## config.mk

```make
export PLATFORM = sky130hd
export DESIGN_NAME = div_8bits_seq
export DESIGN_NICKNAME = d
export VERILOG_FILES = /design/src/rtl/div_pkg.sv /design/src/rtl/div_step_8bits.sv /design/src/rtl/div_8bits_seq.sv
export SDC_FILE = /design/constraint.sdc
export NUM_CORES = 1
export LEC_CHECK = 0
export ABC_AREA = 1
export CAP_MARGIN = 0
export CORE_MARGIN = 4
export CORE_UTILIZATION = 61
export DETAILED_ROUTE_END_ITERATION = 8
export GPL_ROUTABILITY_DRIVEN = 1
export PLACE_DENSITY = 0.85
export SYNTH_ARGS = -nofsm -noshare
export SYNTH_HDL_FRONTEND = slang
export SYNTH_HIERARCHICAL = 1
export SYNTH_SLANG_ARGS = --single-unit
```

## constraint.sdc

```tcl
create_clock -name clk -period 2.6 [get_ports clk]
set_input_delay 0.78 -clock clk [delete_from_list [all_inputs] [get_ports clk]]
set_output_delay 0.78 -clock clk [all_outputs]
set_load 0.02 [all_outputs]
```

## src/rtl/div_pkg.sv

```systemverilog
// Shared types and helpers for the 8-bit sequential divider: FSM states,
// datapath width, step count and two's-complement magnitude helpers.
package div_pkg;

  localparam int DIV_WIDTH = 8;
  localparam int DIV_STEPS = 8;

  typedef enum logic [1:0] {
    IDLE = 2'd0,
    CALC = 2'd1,
    DONE = 2'd2
  } div_state_t;

  function automatic logic [DIV_WIDTH-1:0] neg8(input logic [DIV_WIDTH-1:0] v);
    return ~v + {{(DIV_WIDTH-1){1'b0}}, 1'b1};
  endfunction

  // -128 maps to 8'h80, which is still the correct unsigned magnitude (128).
  function automatic logic [DIV_WIDTH-1:0] mag8(input logic [DIV_WIDTH-1:0] v,
                                                input logic is_signed);
    return (is_signed && v[DIV_WIDTH-1]) ? neg8(v) : v;
  endfunction

endpackage

```

## src/rtl/div_step_8bits.sv

```systemverilog
// One restoring shift-subtract step: shift the next dividend bit into the
// partial remainder, subtract the divisor magnitude if it fits.
module div_step_8bits
  import div_pkg::*;
(
  input  logic [DIV_WIDTH-1:0] rem_in,
  input  logic [DIV_WIDTH-1:0] div_in,
  input  logic                 bit_in,
  output logic [DIV_WIDTH-1:0] rem_out,
  output logic                 q_out
);

  logic [DIV_WIDTH:0] shifted;
  logic [DIV_WIDTH:0] diff;

  // rem_in < div_in keeps shifted < 2*div_in, so diff's top bit is a clean borrow.
  always_comb begin
    shifted = {rem_in, bit_in};
    diff    = shifted - {1'b0, div_in};
    q_out   = ~diff[DIV_WIDTH];
    rem_out = q_out ? diff[DIV_WIDTH-1:0] : shifted[DIV_WIDTH-1:0];
  end

endmodule

```

## src/rtl/div_8bits_seq.sv

```systemverilog
// Sequential 8-bit signed/unsigned restoring divider, one quotient bit per cycle.
// Optional macro DIV_ZERO_FAST_EN: divide-by-zero skips CALC and finishes at once.
module div_8bits_seq
  import div_pkg::*;
(
  input  logic                 clk,
  input  logic                 rst,
  input  logic                 start,
  input  logic [DIV_WIDTH-1:0] A,
  input  logic [DIV_WIDTH-1:0] B,
  input  logic                 Signed,
  output logic                 busy,
  output logic                 done,
  output logic [DIV_WIDTH-1:0] Quot,
  output logic [DIV_WIDTH-1:0] Rem,
  output logic                 DivZero
);

  // Handshake: start is accepted on a rising edge only while busy is low;
  // done pulses for one cycle and Quot/Rem/DivZero stay valid until the next
  // operation completes.

  localparam logic [2:0] STEP_LAST = 3'(DIV_STEPS - 1);

  div_state_t           state;
  div_state_t           state_next;
  logic [2:0]           cnt;
  logic [DIV_WIDTH-1:0] a_sh;
  logic [DIV_WIDTH-1:0] a_cap;
  logic [DIV_WIDTH-1:0] b_mag;
  logic [DIV_WIDTH-1:0] rem_acc;
  logic [DIV_WIDTH-1:0] quo_acc;
  logic                 neg_q;
  logic                 neg_r;
  logic                 dz_q;
  logic [DIV_WIDTH-1:0] step_rem;
  logic                 step_q;

  div_step_8bits u_step (
    .rem_in  (rem_acc),
    .div_in  (b_mag),
    .bit_in  (a_sh[DIV_WIDTH-1]),
    .rem_out (step_rem),
    .q_out   (step_q)
  );

  always_ff @(posedge clk) begin
    if (rst) state <= IDLE;
    else     state <= state_next;
  end

  always_comb begin
    state_next = state;
    busy       = 1'b0;
    case (state)
      IDLE: begin
        if (start) begin
`ifdef DIV_ZERO_FAST_EN
          state_next = (B == '0) ? DONE : CALC;
`else
          state_next = CALC;
`endif
        end
      end
      CALC: begin
        busy = 1'b1;
        if (cnt == STEP_LAST) state_next = DONE;
      end
      DONE: begin
        busy       = 1'b1;
        state_next = IDLE;
      end
      default: state_next = IDLE;
    endcase
  end

  always_ff @(posedge clk) begin
    if (rst) begin
      cnt     <= '0;
      a_sh    <= '0;
      a_cap   <= '0;
      b_mag   <= '0;
      rem_acc <= '0;
      quo_acc <= '0;
      neg_q   <= 1'b0;
      neg_r   <= 1'b0;
      dz_q    <= 1'b0;
      done    <= 1'b0;
      Quot    <= '0;
      Rem     <= '0;
      DivZero <= 1'b0;
    end else begin
      done <= 1'b0;
      case (state)
        IDLE: begin
          if (start) begin
            a_sh    <= mag8(A, Signed);
            b_mag   <= mag8(B, Signed);
            a_cap   <= A;
            rem_acc <= '0;
            quo_acc <= '0;
            cnt     <= '0;
            neg_q   <= Signed & (A[DIV_WIDTH-1] ^ B[DIV_WIDTH-1]);
            neg_r   <= Signed & A[DIV_WIDTH-1];
            dz_q    <= (B == '0);
          end
        end
        CALC: begin
          rem_acc <= step_rem;
          quo_acc <= {quo_acc[DIV_WIDTH-2:0], step_q};
          a_sh    <= {a_sh[DIV_WIDTH-2:0], 1'b0};
          cnt     <= cnt + 3'd1;
        end
        DONE: begin
          done <= 1'b1;
          if (dz_q) begin
            Quot    <= '1;
            Rem     <= a_cap;
            DivZero <= 1'b1;
          end else begin
            // Sign fix-up; -128/-1 wraps naturally to 8'h80.
            Quot    <= neg_q ? neg8(quo_acc) : quo_acc;
            Rem     <= neg_r ? neg8(rem_acc) : rem_acc;
            DivZero <= 1'b0;
          end
        end
        default: ;
      endcase
    end
  end

endmodule

```

### Word level (Yosys, flattened, before mapping)

Index checks and enable logic that the tools add are counted.

* $add $sub $neg: 6
* eq/ne operators: 5
* reduce and logical (&&, ||, !) cells: 9
* bitwise gates (word level): 8
* mux-type cells: 20

Operator list (number)
* $mux 8: 9
* $pmux 8 s2: 3
* $add 8x1->8 const B: 4
* $not 8->8: 4
* $sub 9x8->9: 1
* $logic_not 8->1: 1
* $pmux 3 s2: 1
* $reduce_and 2->1: 3
* $mux 2: 2
* $ne 2x2->1 const B: 2
* $pmux 2 s2: 1
* $add 3x1->3 const B: 1
* $eq 3x3->1 const B: 1
* $mux 1: 3
* $mux 3: 1
* $and 1x1->1: 2
* $eq 2x1->1 const B: 1
* $eq 2x2->1 const B: 1
* $logic_and 1x1->1: 2
* $logic_not 2->1: 1
* $reduce_bool 2->1: 1
* $reduce_or 2->1: 1
* $not 1->1: 1
* $xor 1x1->1: 1

* output and inout port bits: 19
* input port bits: 20
* word-level logic and storage cells: 62
* flip-flop bits (word level): 66

### Longest topological paths before layout

Gate-level depths: netlist of run 1.

* word-level depth: 5
* mapped depth: 14
* mapped depth without buffers: 14

### Modules after synthesis

The synthesis of run 1 kept the hierarchy.

By module, submodules not included
* div_8bits_seq: seq. area each 1321.3 sq um, cells an instance 465, area each 3185.6 sq um, times used 1
* div_step_8bits: seq. area each 0.0 sq um, cells an instance 105, area each 590.6 sq um, times used 1

### Worst setup path after synthesis of run 1

No wires, ideal clock.

* kind: register -> register
* from: register a_sh[7]
* to: register rem_acc[7]
* stages on the path, launching flop included: 15
* arrival: 1.618 ns
* buffers on the path: 0
* slack: 0.850 ns
* library setup time: 0.132 ns
* cells stage by stage: dfxtp_1 -> inv_1 -> ha_1 -> inv_1 -> fa_1 -> nand2_1 -> nand2_1 -> nand3_2 -> nand2_2 -> nand2_4 -> nand2_8 -> nand2_1 -> nand2_1 -> nand2_1 -> a21oi_1

* cells in the longest elaborated chain, start to end: 3

Ends and longest elaborated chain
* from (decl): RTL line div_8bits_seq.sv:28 `logic [DIV_WIDTH-1:0] a_sh;`
* from (signal assigned): RTL line div_8bits_seq.sv:97 `a_sh <= mag8(A, Signed);`
* from (signal assigned): RTL line div_8bits_seq.sv:111 `a_sh <= {a_sh[DIV_WIDTH-2:0], 1'b0};`
* $sub 9x8->9: RTL line div_step_8bits.sv:19 `diff = shifted - {1'b0, div_in};`
* $mux 8: RTL line div_step_8bits.sv:21 `rem_out = q_out ? diff[DIV_WIDTH-1:0] : shifted[DIV_WIDTH-1:0];`
* net step_rem[7]: RTL line div_8bits_seq.sv:36 `logic [DIV_WIDTH-1:0] step_rem;`
* $pmux 8 s2: RTL line div_8bits_seq.sv:94 `case (state)`
* to (signal assigned): RTL line div_8bits_seq.sv:109 `rem_acc <= step_rem;`
* to (decl): RTL line div_8bits_seq.sv:31 `logic [DIV_WIDTH-1:0] rem_acc;`

The timed path passes the listed nets, and every way through them passes these cells.
A chain may end at the register's enable or synchronous reset.

### Final worst setup path of run 1

* from: register state[0]
* to: output port busy

* cells in the longest elaborated chain, start to end: 3

Ends and longest elaborated chain
* from (decl): RTL line div_8bits_seq.sv:25 `div_state_t state;`
* from (signal assigned): RTL line div_8bits_seq.sv:49 `else state <= state_next;`
* $eq 2x2->1 or $eq 2x1->1 (tied branches): RTL line div_8bits_seq.sv:55 `case (state)`
* $reduce_or 2->1 (no line) (*)
* $mux 1 (*): RTL line div_8bits_seq.sv:55
* to (decl): RTL line div_8bits_seq.sv:12 `output logic busy,`

Every way passes the cells marked *; elsewhere a longest branch is shown, timed or not.

==> reports/qor.txt, run 1 <==
Critical path's largest stage delay = 0.59 ns
Family with the most delay on the worst path = buffers and inverters
Final wirelength = 8.453 mm
Proportion of layout cells with a drive suffix above 1 = 7.190%
Initial antenna violation count = 0
Crit path time final = 2.447 ns
Sequential-to-total area share from yosys stat = 34.99%
Worst Setup Slack, final = 0.1534 ns
Port Buffers = 38
Power per cell area = 608.8 nW/um^2
Die ar. = 7513 sq um
Util after Layout = 73.61%
Max_slew headroom = 64.96%
Post-CTS setup repair buffer count = 0
Crit share post-route = 94.10%
Pre-CTS setup slack = 0.3693 ns
CTS max path bufs = 2
Clk sink count = 66
Clock-pin slew on the worst setup and hold paths = 0.08 ns
Worst-path maximum fanout = 3
Via count = 3604
Yosys warns = 6
Buf+Inv Stages, Crit Path = 2
Async SR Flop Fraction = 0%
RSZ-0062 raised after global routing = false
Dominant synthesized flop cell = dfxtp_1
Vias per cell = 5.246
Row cnt = 28
Number of synthesized register bits = 66
Clk Latency, worst-skew pair = 0.35 ns
Final Power = 2669 uW
Die X = 86.68 um
GRT Overall Usage = 24.98%
Cell Chain, Critical Path = inv_1, ha_1, clkdlybuf4s50_1
# setup viols final = 0
Final Hold Vio Count = 0
Final net count = 645
DRC violations left = 0
Hold-fix buffers, CTS = 0
Die Ht = 86.68 um
Grt total ovfl = 0
Multi-input logic area = 2051 sq um
Crit-path slowest cell = clkdlybuf4s50_1
Static leakage = 0.001953 uW
MaxCap Viol Count = 0
CTS tree = done
Syn Nets = 608
Worst path required time = 1.82 ns
Fin. max-slew vios = 0
Area grow syn2layout = 16.10%
H-Tree Depth = 3
Worst vdd ir = 0.4149 mV
Post-synth cell types = 36
Filler Cell Count = 489
Core region area = 5956 sq um
Syn Area/Cell = 6.625 sq um
Vias in the first global route = 3487
Hold Path Class = register to register
Fin Hold WS = 0.4508 ns
Post-Syn Area = 3776 sq um
First-pass GRT wire length = 15.13 mm
Worst EP arrival = 1.67 ns
FF/Latch Area = 1321 sq um
Fmax = 0.4087 GHz
Initial Util = 63.40%
TritonCTS buffer count = 9
Crit path capture type = primary output
Routed len/inst = 12.30 um
Root buffer cell = clkbuf_8
Critical path class = register to primary output
GP Congestion = 0.9019
Slew @ Worst Pin = 0.5248 ns
Number of antenna diodes = 0
Post-DP HPWL = 6.414 mm
Post-Syn Instances = 570
First-iteration detailed-routing DRC count = 198
Post-synth EDFFs = 0
Fin Clk Skew = 0.01054 ns
Post-cts resize count = 0
Drt first pass iters = 5
Largest net degree at the start of global routing = 32
CP startpoint kind = register
Antenna-violating nets left = 0
Ports = 39
Outcome = complete, no violations
Setup TNS = 0 ns
[worst register-to-register path: stages (launching register included)]
cell and delay [ns]:
dfxtp_1 0.35, inv_1 0.07, ha_1 0.13, inv_1 0.06, fa_1 0.40, nand2_1 0.08, nand2_1 0.11, nand3_2 0.13
nand3_4 0.17, nand2_8 0.15, nand2_1 0.07, nand2_1 0.05, nand2_1 0.05, a21oi_1 0.14
[layout by cell type, fill, tap and decap left out, types with 4 or more instances in the layout]
cell type        netlist  layout
buf_4                  0       7
nand3_1               41      41
nand2_2                4       4
o21ai_0               39      39
ha_1                  17      17
nand2_1              157     157
o211ai_1               6       6
clkdlybuf4s50_1        0      38
dfxtp_1               66      66
nor2_2                 5       5
nand3b_1               5       5
inv_1                 81      81
a21oi_1               58      58
clkbuf_8               0       9
nor2_1                40      40
xor2_1                 5       5
[worst paths after layout]
path,cells past startpoint,endpoint,from,slack (ns)
worst min-delay path,2,a_cap[1],a_cap[1],0.45
worst max-delay path,3,busy,state[0],0.15
worst min register to register,2,a_cap[1],a_cap[1],0.45
worst max register to register,13,rem_acc[7],a_sh[7],0.58
[state kept, by name (all words and copies together), names as in the netlist, 2 cells and up]
signal	count
quo_acc	8
b_mag	8
cnt	3
rem_acc	8
state	2
Quot	8
a_sh	8
a_cap	8
Rem	8
[where the power goes]
group,internal [uW],switching (uW)
sequential,1100,54.9
clock,347,402
combinational,289,480
total,1730,937
[metrics by stage]
step / cell area [sq um] / std cells
2_1_floorplan: 3776 / 570
3_3_place_gp: 4214 / 671
3_5_place_dp: 4214 / 671
4_1_cts: 4384 / 687
5_1_grt: 4384 / 687
6_report: 4384 / 687
[area by class of cell]
cell class,instances,share of cell area [%]
inverter,84,7.192
clock inverter,6,0.9703
multi-input combinational,401,46.78
clock buffer,10,2.911
timing repair buffer,45,9.874
sequential,66,30.14
tap,75,2.140
[Yosys cell counts, drive strengths merged, types with 3 or more instances]
master,instances,share of area [%]
xor2,5,1.2
o21ai,42,5.7
ha,17,5.6
xnor2,3,0.70
buf,10,1.5
nand3,43,6.2
dfxtp,66,35
clkbuf,9,0.89
o211ai,6,1.2
nand3b,5,0.99
nor2,45,4.8
a21oi,61,8.6
or2,3,0.56
nand2,163,17
a31oi,3,0.50
inv,84,8.3
[logic make-up after synthesis]
| family | count (synthesis) | synth area share, % |
|---|---|---|
| xor+xnor | 8 | 1.856 |
| flops | 66 | 34.99 |
| buf+inv | 103 | 10.70 |
| compound gates | 114 | 16.37 |
| simple gates | 261 | 29.92 |
| fa+ha+maj | 18 | 6.163 |
[per-layer routing]
layer,track usage [%],share of wire [%]
met1,32.19,47
met2,41.72,45
met3,3.992,5.4
met4,9.915,2.4
met5,0,0
No activity file was read; power rests on OpenSTA's default activity.
==> inputs of run 2 (changes only) <==
Settings changed: ABC_AREA 1 to default.
==> run 2 against run 1 <==
Compared with the run above:
- non-clock buffer count rose by 11
- setup slack got worse by 0.047 ns
- first-iteration DRC count increased by 40%
- clock-buffer cell count shrank 1
- critical path type unchanged
==> reports/qor.txt, run 2 <==
R2R cell count = 12 (-1)
CTS tree = done
Number of antenna diodes = 0 (unchanged)
Critical path class = register to primary output
GR Util met1 = 30.78% (-1.4 points)
M3 GR Usage = 6.244% (+2.3 points)
Hold Crit Endpoint = b_mag[7]
Family with the most delay on the worst path = buffers and inverters
Crit-path slowest cell = clkdlybuf4s50_1
Die ar. = 7330 sq um (-2.4%)
Cell total after placement = 539 (-20%)
Clock-pin slew on the worst setup and hold paths = 0.08 ns (about the same)
Buf+Inv Stages, Crit Path = 2 (unchanged)
Routed len/inst = 15.29 um (+24%)
Commonest cells post-synth = dfxtp_1, nor2_1, a21oi_1, nand2_1, inv_1
H-Tree Depth = 3 (unchanged)
Hold Path Origin = b_mag[7]
Root buffer cell = clkbuf_8
GR Util met2 = 39.41% (-2.3 points)
Post-Syn Instances = 440 (-23%)
FF/Latch Area = 1321 sq um (unchanged)
MaxCap Viol Count = 0 (unchanged)
Filler Cell Count = 444 (-9.2%)
Max_slew headroom = 58.20% (-6.8 points)
RSZ-0062 raised after global routing = false
Post-synth cell types = 55 (+53%)
Die Ht = 85.62 um (-1.2%)
TritonCTS buffer count = 9 (unchanged)
Static leakage = 0.001621 uW (-17%)
Post-DP HPWL = 6.165 mm (-3.9%)
Most common cell after layout, fill and taps aside = dfxtp_1
Fin Clk Skew = 0.01046 ns (-0.00008550 ns)
GP Congestion = 0.9741 (+8.0%)
Grt total ovfl = 0 (unchanged)
Crit path capture type = primary output
Critical path's largest stage delay = 0.60 ns (about the same)
Worst EP arrival = 1.71 ns (+0.04 ns)
Fin Hold WS = 0.4583 ns (+0.007495 ns)
Largest net degree at the start of global routing = 31 (-3.1%)
Async SR Flop Fraction = 0% (unchanged)
Worst-path maximum fanout = 3 (unchanged)
Post-Syn Area = 3675 sq um (-2.7%)
Dominant synthesized flop cell = dfxtp_1
Fin. max-slew vios = 0 (unchanged)
Multi-input logic area = 2165 sq um (+5.6%)
Final wirelength = 8.565 mm (+1.3%)
CP startpoint kind = register
Area grow syn2layout = 19.34%
Proportion of layout cells with a drive suffix above 1 = 10.52% (+3.3 points)
Vias per cell = 5.991 (+14%)
Initial Util = 62.44% (-0.97 points)
Syn Area/Cell = 8.352 sq um (+26%)
Post-synth EDFFs = 0 (unchanged)
Number of synthesized register bits = 66 (unchanged)
Cell Chain, Critical Path = inv_1, ha_1, clkdlybuf4s50_1
Final net count = 518 (-20%)
Largest cells by area after synthesis = dfxtp_1, ha_1, nor2_1
# setup viols final = 0 (unchanged)
DRC violations left = 0 (unchanged)
Fmax = 0.4010 GHz (-1.9%)
Reg2reg setup slack = 0.16 ns (-0.42 ns)
Setup TNS = 0 ns (unchanged)
First-iteration detailed-routing DRC count = 277 (+40%)
Initial antenna violation count = 0 (unchanged)
Ports = 39 (unchanged)
Syn Nets = 478 (-21%)
Drt first pass iters = 4 (-1)
Clk sink count = 66 (unchanged)
Via count = 3355 (-6.9%)
R2r startpoint = a_sh[7]
GRT busiest layer = met2
Post-synth top area share = 35.96% (+0.96 points)
Area leader, netlist = dfxtp_1
GRT Overall Usage = 24.05% (-0.93 points)
Outcome = complete, no violations
Hold Path Class = register to register
Crit share post-route = 95.91% (+1.8 points)
First-pass GRT wire length = 14.02 mm (-7.3%)
Final Power = 2526 uW (-5.4%)
RR Endpoint = rem_acc[2]
Die X = 85.62 um (-1.2%)
Slew @ Worst Pin = 0.6261 ns (+0.1013 ns)
Final Hold Vio Count = 0 (unchanged)
CTS max path bufs = 2 (unchanged)
Most frequent cell after synthesis = dfxtp_1
Sequential-to-total area share from yosys stat = 35.96% (+0.96 points)
Yosys warns = 6 (unchanged)
Finished Layout Cells = 560 (-18%)
Antenna-violating nets left = 0 (unchanged)
Power per cell area = 576.1 nW/um^2 (-5.4%)
Worst hold path stage count = 2 (unchanged)
Core region area = 5886 sq um (-1.2%)
Vias in the first global route = 3049 (-13%)
Row cnt = 28 (unchanged)
Clk Latency, worst-skew pair = 0.36 ns (about the same)
Worst path required time = 1.82 ns (about the same)
Most frequent cells in the layout = dfxtp_1, nor2_1, clkdlybuf4s50_1
Crit path time final = 2.494 ns (+0.04710 ns)
Worst vdd ir = 0.3857 mV (-7.0%)
Port Buffers = 38 (unchanged)
[run 2: cell count changes after synthesis, moves of 12 or more]
cell / previous run / this run
a21oi_1: 58 / 33
a22oi_1: 0 / 18
nand3_1: 41 / 8
inv_1: 81 / 24
nand2_1: 157 / 33
nor2_1: 40 / 52
o21ai_0: 39 / 16
[run 2: worst max-delay path by stage]
stage	endpoint	startpoint	cells after the start	slack, ns
after global routing	rem_acc[1]	a_sh[7]	12	0.005
final	busy	state[0]	3	0.11
after CTS	rem_acc[2]	a_sh[7]	11	0.007
after global placement	rem_acc[5]	a_sh[7]	11	0.14
after detailed placement	rem_acc[2]	a_sh[7]	11	-0.006
after floorplan	rem_acc[1]	a_sh[7]	11	0.24
[run 2: per-layer routing]
layer,part of all wire (%),up-vias
li1,-,1654
met1,44,1554
met2,48,125
met3,6.0,22
met4,1.6,0
met5,0,-
[run 2: worst reg2reg max path: stages (launching register included)]
cell and delay [ns]:
dfxtp_1 0.33, inv_1 0.05, ha_1 0.19, inv_1 0.08, fa_2 0.22, a21o_1 0.15
a21oi_4 0.07, o31ai_4 0.32, xor2_4 0.19, buf_4 0.15, mux2_2 0.33, a22oi_1 0.17
nor2_1 0.06
[run 2: cells by family (layout without fill, tap and decap cells)]
family	after synthesis	after routing	share of synthesized area, %
mux	19	19	5.482
buf+inv	52	97	5.618
flops	66	66	35.96
fa+ha+maj	18	18	6.333
compound gates	117	117	21.45
simple gates	145	145	19.17
xor+xnor	23	23	5.993
[run 2: cell type report]
type,count,share of cell area [%]
clock buffers,9,2.825
clock inverters,7,1.769
inverters,25,2.140
multi-input cells,322,49.36
flip-flops and latches,66,30.13
well taps,75,2.140
repair buffers,56,11.64
[run 2: what timing repair did]
action | 4_1_cts | 5_1_grt
hold buffers | 0 | 0
pin swaps | 0 | 1
resized for setup | 0 | 3
endpoints found under the setup margin | 1 | 8
setup buffers | 1 | 4
[run 2: per-stage QoR]
| step | setup WS, ns | instance area (sq um) | util [%] |
|---|---|---|---|
| 6_report | 0.1063 | 4385 | 74.51 |
| 5_1_grt | 0.004880 | 4385 | 74.51 |
| 4_1_cts | 0.007360 | 4342 | 73.77 |
| 3_5_place_dp | -0.005894 | 4133 | 70.22 |
| 3_3_place_gp | 0.1428 | 4133 | 70.22 |
| 2_1_floorplan | 0.2444 | 3675 | - |
[run 2: power by group]
part | switching [uW] | internal, uW
Sequential | 36.0 | 1050
Combinational | 289 | 256
Clock | 442 | 450
Total | 767 | 1760
==> inputs of run 3 (changes only) <==
Settings changed: REMOVE_ABC_BUFFERS from default to 1.
==> run 3 against run 2 <==
Compared with the run above:
- sequential share of layout area down 0.27 points
- total power fell by 0.53%
- via count shrank 1.1%
- combinational power up 2%
- clock skew about the same
- die area is the same
- critical path depth increased by 9
- core utilization grew 0.68 points
- fmax rose by 1.3%
- global-route usage is 0.66 points higher
- sequential cell count stayed put
- critical endpoint is now rem_acc[5]
- highest routed layer unchanged
==> reports/qor.txt, run 3 (synthesized netlist as in run 2, its figures left out) <==
Max_slew headroom = 55.41% (-2.8 points)
Fmax = 0.4063 GHz (+1.3%)
Die Ht = 85.62 um (unchanged)
Vias in the first global route = 3141 (+3.0%)
Int Power = 1788 uW (+1.6%)
Grt total ovfl = 0 (unchanged)
Switching share of power = 28.86% (-1.5 points)
Cell Chain, Critical Path = inv_1, ha_1, inv_1, fa_2, a21o_1, a21oi_4, o31ai_4, xor2_4, buf_6, mux2_2, a22oi_1, nor2_1
Ports = 39 (unchanged)
Clk sink count = 66 (unchanged)
Pre-CTS setup slack = 0.02729 ns (+0.03319 ns)
Die X = 85.62 um (unchanged)
Most frequent cells in the layout = dfxtp_1, nor2_1, clkdlybuf4s50_1
TritonCTS buffer count = 9 (unchanged)
Worst path required time = 2.82 ns (+1.00 ns)
Port Buffers = 38 (unchanged)
Metal2 WL = 4.206 mm (+1.9%)
Filler Cell Count = 432 (-2.7%)
CTS tree = done
Placed Area = 4168 sq um (+0.85%)
Clock-pin slew on the worst setup and hold paths = 0.08 ns (about the same)
Root buffer cell = clkbuf_8
Core region area = 5886 sq um (unchanged)
Clk pwr share = 34.6% (-0.7 points)
Critical path's largest stage delay = 0.34 ns (-0.26 ns)
Number of antenna diodes = 0 (unchanged)
Worst Setup Slack, final = 0.1390 ns (+0.03270 ns)
Power per cell area = 567.8 nW/um^2 (-1.4%)
Via count = 3318 (-1.1%)
Psw = 725.3 uW (-5.4%)
Highest routed layer = met4
CTS max path bufs = 2 (unchanged)
Buf+Inv Stages, Crit Path = 3 (+1)
# setup viols final = 0 (unchanged)
Final Power = 2513 uW (-0.53%)
Crit path time final = 2.461 ns (-0.03270 ns)
Final wirelength = 8.541 mm (-0.28%)
Worst vdd ir = 0.3788 mV (-1.8%)
Static leakage = 0.001644 uW (+1.5%)
Proportion of layout cells with a drive suffix above 1 = 11.07% (+0.55 points)
Crit share post-route = 94.66% (-1.3 points)
Wire length on met1 = 3.718 mm (-1.8%)
Gate power share = 22.1% (+0.5 points)
FF/Latch Area = 1321 sq um (unchanged)
GP Congestion = 0.8550 (-12%)
Worst EP arrival = 2.68 ns (+0.97 ns)
DRC violations left = 0 (unchanged)
Multi-input logic area = 2165 sq um (unchanged)
Slew @ Worst Pin = 0.6679 ns (+0.04179 ns)
CP startpoint kind = register
Drt first pass iters = 6 (+2)
Largest net degree at the start of global routing = 27 (-13%)
GRT Overall Usage = 24.71% (+0.66 points)
Final Hold Vio Count = 0 (unchanged)
Routed met3 length = 500 um (-2.0%)
MaxCap Viol Count = 0 (unchanged)
Antenna-violating nets left = 0 (unchanged)
Most frequent CP cell = inv_1
Outcome = complete, no violations
RSZ-0062 raised after global routing = false
Crit path capture type = register
Most common cell after layout, fill and taps aside = dfxtp_1
H-Tree Depth = 3 (unchanged)
Flop pwr share = 43.3% (+0.2 points)
Initial Util = 62.44% (unchanged)
Area grow syn2layout = 20.43%
Final net count = 521 (+0.58%)
Hold Path Class = register to register
Fin Clk Skew = 0.01077 ns (+0.0003160 ns)
Initial antenna violation count = 0 (unchanged)
Crit-path slowest cell = dfxtp_1
Family with the most delay on the worst path = compound AO/OA/AOI/OAI gates
Die ar. = 7330 sq um (unchanged)
Critical path class = register to register
Fin. max-slew vios = 0 (unchanged)
Clk Latency, worst-skew pair = 0.35 ns (about the same)
First-pass GRT wire length = 14.72 mm (+5.0%)
Setup TNS = 0 ns (unchanged)
Post-route cell area = 4425 sq um (+0.91%)
First-iteration detailed-routing DRC count = 267 (-3.6%)
Util after Layout = 75.19% (+0.68 points)
Routed len/inst = 15.17 um (-0.81%)
Worst-path maximum fanout = 5 (+2)
Post-DP HPWL = 6.138 mm (-0.44%)
Vias per cell = 5.893 (-1.6%)
Row cnt = 28 (unchanged)
[run 3: cell types whose count changed in the layout (fill, tap and decap cells not counted), sizes merged]
cell and change:
clkbuf +1, inv -1, buf +3
[run 3: per-layer routing]
layer	track usage, %	vias to the layer above
met2	40.75	126
met4	7.338	0
li1	-	1645
met3	5.476	13
met1	32.47	1534
met5	0	-
[run 3: final timing paths]
check	startpoint	end	slack (ns)	cells after the start
max reg2reg	a_sh[7]	rem_acc[5]	0.14	12
min	a_sh[2]	a_sh[2]	0.46	2
min reg2reg	a_sh[2]	a_sh[2]	0.46	2
max	a_sh[7]	rem_acc[5]	0.14	12
[run 3: area by class of cell]
type                       instances  area share [%]
multi-input combinational        322           48.91
sequential                        66           29.86
timing repair buffer              59           12.41
tap                               75           2.120
clock inverter                     6           1.470
clock buffer                      10           3.110
inverter                          25           2.120
[run 3: power by group through the flow]
stage	Clock [uW]	Combinational [uW]	Sequential [uW]
2_1_floorplan	0	336	1100
3_3_place_gp	0	480	1110
3_5_place_dp	0	496	1110
4_1_cts	882	531	1090
5_1_grt	927	612	1090
6_report	870	554	1090
[run 3: per-stage QoR]
step | hold slack [ns] | cells
finish | 0.4595 | 563
CTS | 0.4585 | 562
global placement | 0.4432 | 542
global route | 0.4850 | 563
detailed placement | 0.4478 | 542
floorplan | 0.4258 | 413
[run 3: repair_timing]
item | 4_1_cts | 5_1_grt
buffers inserted | 4 | 1
hold buffers | 0 | 0
setup endpoints to repair | 1 | 6
endpoints found under the hold margin | 0 | 0
resized for setup | 0 | 4
pin swaps | 0 | 1
[run 3: worst min-delay path, stage by stage, from the launching register on]
cell     delay, ns
dfxtp_1       0.31
nand2_1       0.05
a21oi_1       0.05
